`src/rtl/gapu_mv_operand_bank.sv`:
```
// Operand/result memory for the GAPU v1 core: host loads A and B, the core reads them
// and writes C, and the bank drains C back to the host once the core signals done.
module gapu_mv_operand_bank #(
  parameter int unsigned GA_DIM  = 32,
  parameter int unsigned BLADE_W = 5,
  parameter int unsigned DATA_W  = 32
) (
  input  logic               clk,
  input  logic               rst_n,
  input  logic               ld_valid,
  output logic               ld_ready,
  input  logic [DATA_W-1:0]  ld_data,
  output logic               core_start,
  input  logic               core_done,
  input  logic [BLADE_W-1:0] addr_a,
  output logic [DATA_W-1:0]  data_a,
  input  logic [BLADE_W-1:0] addr_b,
  output logic [DATA_W-1:0]  data_b,
  input  logic [BLADE_W-1:0] addr_c,
  input  logic [DATA_W-1:0]  data_c,
  input  logic               wen_c,
  output logic               rd_valid,
  input  logic               rd_ready,
  output logic [DATA_W-1:0]  rd_data,
  output logic               rd_last,
  output logic               err_wr,
  output logic               err_incomplete,
  output logic               bank_busy
);

  localparam int unsigned LD_W    = $clog2(2 * GA_DIM);
  localparam int unsigned LD_LAST = 2 * GA_DIM - 1;

  typedef enum logic [1:0] {
    S_LOAD  = 2'd0,
    S_START = 2'd1,
    S_RUN   = 2'd2,
    S_DRAIN = 2'd3
  } state_t;

  state_t             state;
  logic [LD_W-1:0]    ld_cnt;
  logic [BLADE_W-1:0] rd_idx;
  logic [GA_DIM-1:0]  wmask;
  logic [GA_DIM-1:0]  wmask_upd;
  logic [BLADE_W-1:0] ld_idx;
  logic               ld_is_a;
  logic               ld_fire;
  logic               rd_fire;
  logic               run_wr;

  logic [DATA_W-1:0] mem_a [GA_DIM];
  logic [DATA_W-1:0] mem_b [GA_DIM];
  logic [DATA_W-1:0] mem_c [GA_DIM];

  // Handshake-facing flags decode straight from the state register.
  assign ld_ready   = (state == S_LOAD);
  assign core_start = (state == S_START);
  assign rd_valid   = (state == S_DRAIN);
  assign bank_busy  = (state != S_LOAD);

  assign ld_fire = ld_valid && ld_ready;
  assign rd_fire = rd_valid && rd_ready;
  assign run_wr  = wen_c && (state == S_RUN);

  assign rd_last = rd_valid && (rd_idx == BLADE_W'(GA_DIM - 1));
  assign rd_data = rd_valid ? mem_c[rd_idx] : '0;

  assign ld_is_a = (ld_cnt < LD_W'(GA_DIM));
  assign ld_idx  = ld_is_a ? BLADE_W'(ld_cnt) : BLADE_W'(ld_cnt - LD_W'(GA_DIM));

  // Mask as it would be after this cycle's writeback, so a write coincident with done counts.
  assign wmask_upd = wmask | (wen_c ? (GA_DIM'(1) << addr_c) : '0);

  // Job sequencer, counters and sticky error flags.
  always_ff @(posedge clk or negedge rst_n) begin
    if (!rst_n) begin
      state          <= S_LOAD;
      ld_cnt         <= '0;
      rd_idx         <= '0;
      wmask          <= '0;
      err_wr         <= 1'b0;
      err_incomplete <= 1'b0;
    end else begin
      case (state)
        S_LOAD: begin
          if (wen_c) err_wr <= 1'b1;
          if (ld_fire) begin
            if (ld_cnt == LD_W'(LD_LAST)) begin
              ld_cnt <= '0;
              state  <= S_START;
            end else begin
              ld_cnt <= ld_cnt + LD_W'(1);
            end
          end
        end
        S_START: begin
          wmask          <= '0;
          err_wr         <= wen_c;
          err_incomplete <= 1'b0;
          state          <= S_RUN;
        end
        S_RUN: begin
          if (wen_c) wmask <= wmask_upd;
          if (core_done) begin
            if (~&wmask_upd) err_incomplete <= 1'b1;
            rd_idx <= '0;
            state  <= S_DRAIN;
          end
        end
        S_DRAIN: begin
          if (wen_c) err_wr <= 1'b1;
          if (rd_fire) begin
            rd_idx <= rd_idx + BLADE_W'(1);
            if (rd_last) state <= S_LOAD;
          end
        end
        default: state <= S_LOAD;
      endcase
    end
  end

  // Storage arrays carry no reset; contents are only meaningful after a load or run.
  always_ff @(posedge clk) begin
    if (ld_fire) begin
      if (ld_is_a) mem_a[ld_idx] <= ld_data;
      else         mem_b[ld_idx] <= ld_data;
    end
  end

  always_ff @(posedge clk) begin
    if (state == S_START) begin
      for (int unsigned i = 0; i < GA_DIM; i++) mem_c[i] <= '0;
    end else if (run_wr) begin
      mem_c[addr_c] <= data_c;
    end
  end

  // Core read ports: fixed one-cycle latency in every state.
  always_ff @(posedge clk or negedge rst_n) begin
    if (!rst_n) begin
      data_a <= '0;
      data_b <= '0;
    end else begin
      data_a <= mem_a[addr_a];
      data_b <= mem_b[addr_b];
    end
  end

endmodule

```
`config.mk`:
```
export PLATFORM = sky130hd
export DESIGN_NAME = gapu_mv_operand_bank
export DESIGN_NICKNAME = d
export VERILOG_FILES = /design/src/rtl/gapu_mv_operand_bank.sv
export SDC_FILE = /design/constraint.sdc
export NUM_CORES = 2
export LEC_CHECK = 0
export CAP_MARGIN = 0
export CORE_MARGIN = 2
export CORE_UTILIZATION = 38
export CTS_BUF_LIST = sky130_fd_sc_hd__clkbuf_8 sky130_fd_sc_hd__clkbuf_16
export DETAILED_ROUTE_END_ITERATION = 8
export SLEW_MARGIN = 20
export SYNTH_ARGS = -nofsm -noshare
export SYNTH_HDL_FRONTEND = slang
export SYNTH_SLANG_ARGS = --single-unit
```
`constraint.sdc`:
```
create_clock -name clk -period 4.2 [get_ports clk]
set_clock_uncertainty 0.1 [all_clocks]
set_input_delay 0.84 -clock clk [delete_from_list [all_inputs] [get_ports clk]]
set_output_delay 0.84 -clock clk [all_outputs]
set_load 0.01 [all_outputs]
```
==> impl_metrics.json <==
{
  "drv_cap": 0,
  "setup_tns_ns": -4.751,
  "setup_viol": 32,
  "peakVddDrop_uv": 553.2,
  "core_area_um2": 335800,
  "port_buffers": 187,
  "fin_nets": 6603,
  "synth_fp_nets": 6179,
  "avgViaCountPerCell": 5.569,
  "cp-end-kind": "primary output",
  "core.rowCount": 213,
  "power_frac_comb": 0.180,
  "yosys_warnings": 0,
  "setup_ws_ns": -0.2415,
  "drc": 0,
  "fin_crit_ns": 4.441,
  "routabilityCongestion": 0.7808,
  "power_density_nw_per_um2": 571.9,
  "yosysMostFrequentCell": "edfxtp_1",
  "grt_pass1_vias": 64489,
  "firstDrtPassIters": 6,
  "grt_max_degree": 65,
  "netlist_instances": 6084,
  "cts_buffer_depth": 4,
  "crit_chain": "buf_12 -> buf_4 -> buf_8 -> buf_16 -> buf_12 -> mux4_2 -> mux4_2 -> a22o_1 -> buf_2",
  "worst-r2r-cell-count": 8,
  "worstSetupPathType": "flip-flop to primary output",
  "startpoint": "rd_idx[0]",
  "max_freq_mhz": 225.2,
  "finalCritPeriodShare": 1.057,
  "die_w_um": 584.2,
  "grt_use_total": 0.1987,
  "swShare": 0.2616,
  "violations": "setup timing",
  "cts_htree_levels": 5,
  "die_h_um": 584.2,
  "max_stage_delay_ns": 0.55,
  "seq_power_share": 0.477,
  "synth-edff-count": 3072,
  "hold_ws_ns": 0.2291,
  "cp.required_ns": 3.26,
  "synth_area_leader_cell": "edfxtp_1",
  "status": "finished with violations",
  "synth_async_sr_flop_share": 0.03487,
  "yosys-top-cells-count": "edfxtp_1 (3072), and2_1 (1026), mux4_2 (960), clkbuf_1 (336), nor2_1 (132)",
  "overflow": 0,
  "tightestPinTransition_ns": 1.117,
  "dp.cells": 10496,
  "die-area_um2": 341300,
  "slew_headroom": 0.2532,
  "synth_top_area_frac": 0.7212,
  "netlist_area_um2": 127900,
  "start_util": 0.3809,
  "rsz0062_at_grt": "true",
  "pwr-share-clk": 0.343,
  "timing.rr.end": "mem_a[5][23]",
  "dp.final_hpwl_um": 183300,
  "cts-root-buf": "clkbuf_16",
  "hold_violations": 0,
  "vias": 62377,
  "synthFlopType": "edfxtp_1",
  "endpoint": "rd_data[22]",
  "worstPathMaxFanout": 7,
  "worst_hold_startpoint": "ld_data[4]",
  "leakage_uw": 0.04803,
  "synth_seq_area_share": 0.7429,
  "synth.avg_cell_area_um2": 21.02,
  "p_sw_uw": 22400,
  "drv_slew": 0,
  "io_pins": 188,
  "regToRegSetupSlack_ns": 0.97,
  "antenna_found_initial": 29,
  "cts_sinks": 3183,
  "wl_per_cell_um": 30.46,
  "synthTopCellsByArea": "edfxtp_1 (72%), mux4_2 (17%), and2_1 (5.0%)",
  "internal-power_uw": 63220,
  "numCtsBuffers": 335,
  "hp-class": "input port to flip-flop",
  "ant_nets": 0,
  "start_kind": "flip-flop",
  "areaGrowthSynthToFinish_pct": 17.05,
  "wl_um": 341100,
  "crit_arrival_ns": 3.50,
  "slowest_stage": "mux4_2",
  "path_clk_slew_ns": 0.06,
  "stdcell_count": 11200,
  "ys_seq_elements": 3183,
  "synthDistinctLibCells": 37,
  "clk_latency_ns": 0.96,
  "cts_tree": "done",
  "drtIter0Drc": 7364,
  "drive_gt1_frac": 0.3116,
  "grt_pass1_wl_um": 485000,
  "r2r_start": "state[0]"
}
[what timing repair did]
| item | CTS | global route |
|---|---|---|
| gates resized for setup | 245 | 24 |
| gates cloned | 18 | 3 |
| pin swaps | 29 | 20 |
| setup buffers | 54 | 17 |
| hold buffers | 1 | 0 |
| endpoints found under the hold margin | 61 | 0 |
| setup endpoints to repair | 33 | 32 |
[state kept, by name (all words and copies together), names as in the netlist]
register,cells
mem_a,1024
mem_b,1024
mem_c,1024
data_a,32
data_b,32
wmask,32
ld_cnt,6
rd_idx,5
state,2
err_incomplete,1
err_wr,1
[routing by layer]
layer  global-route usage  wire length [um]  vias to the layer above
li1                     -                 -                    25422
met1               0.2590            133200                    34040
met2               0.3462            176600                     2366
met3              0.02690             21580                      549
met4              0.05926              9741                        0
met5                    0                 0                        -
[worst max-delay path: cells and delay by family, from the launching register on]
family | cells | cell delay, ns
buf+inv | 6 | 0.85
flops | 1 | 0.53
mux | 2 | 0.96
compound gates | 1 | 0.25
[logic make-up after synthesis]
family                     share of synthesized area
adders and majority gates                  0.0009782
DFF                                           0.7429
muxes                                         0.1749
and+or+nand+nor                              0.05958
buffers and inverters                        0.01559
xor gates and xnor gates                   0.0003424
AOI/OAI and AO/OA                           0.005683
[placed cells by master (no fill, tap or decap), types with 7 or more instances in the layout]
cell type        netlist  routed
edfxtp_1            3072    3072
and2_1              1026    1024
mux4_2               960     960
clkbuf_16              0     341
buf_4                 25     210
buf_12                 0     131
dfrtp_1              111     107
clkdlybuf4s50_1        0     100
inv_1                  9      69
clkinv_1               0      67
mux2_2                66      66
clkinv_2               0      65
nor2_4                 0      64
a21oi_1               58      58
buf_6                 11      37
nor2_1               132      36
or2_2                 34      34
nor2_2                 0      32
buf_2                 52      29
bufinv_16              0      28
a22o_1                38      20
nand2_1               20      20
a22o_4                 0      18
nand3_1               18      18
buf_16                 0      16
buf_8                  0      16
clkbuf_8               0      15
o21ai_0               14      14
clkinvlp_4             0      10
diode_2                0       9
ha_1                  10       9
inv_16                 0       8
nor4_1                 7       7
clkinv_8               0       7
[power by group through the flow]
stage	combinational [uW]	clock [uW]	sequential [uW]
floorplan	7890	0	40800
global placement	14000	0	41500
detailed placement	14200	0	41600
CTS	15500	29800	40900
global route	16100	31000	41100
finish	15400	29300	40800
[worst min path at each step]
stage	end	cells past startpoint
floorplan	wmask[24]	2
global placement	wmask[12]	2
detailed placement	wmask[6]	2
CTS	data_a[24]	2
global route	mem_b[31][4]	1
finish	mem_b[26][4]	1
[stage by stage]
step	utilization	power, uW	worst slack (ns)	area, um^2
finish	0.4459	85620	-0.2415	149700
global route	0.4458	88210	-0.3171	149700
CTS	0.4455	86230	-0.3100	149600
detailed placement	0.4086	55730	0.2210	137200
global placement	0.4086	55510	0.2346	137200
floorplan	-	48680	0.6009	127900
[cell type report]
type                       count  area, um^2
antenna                        9       22.52
clock buffer                 353        8665
clock inverter               260        2251
fill                       28205      186100
inverter                       9       33.78
multi-input combinational   2434       31620
sequential                  3183       95040
tap                         4407        5514
timing repair buffer         545        6569
Power figures use the tool's default switching activity.
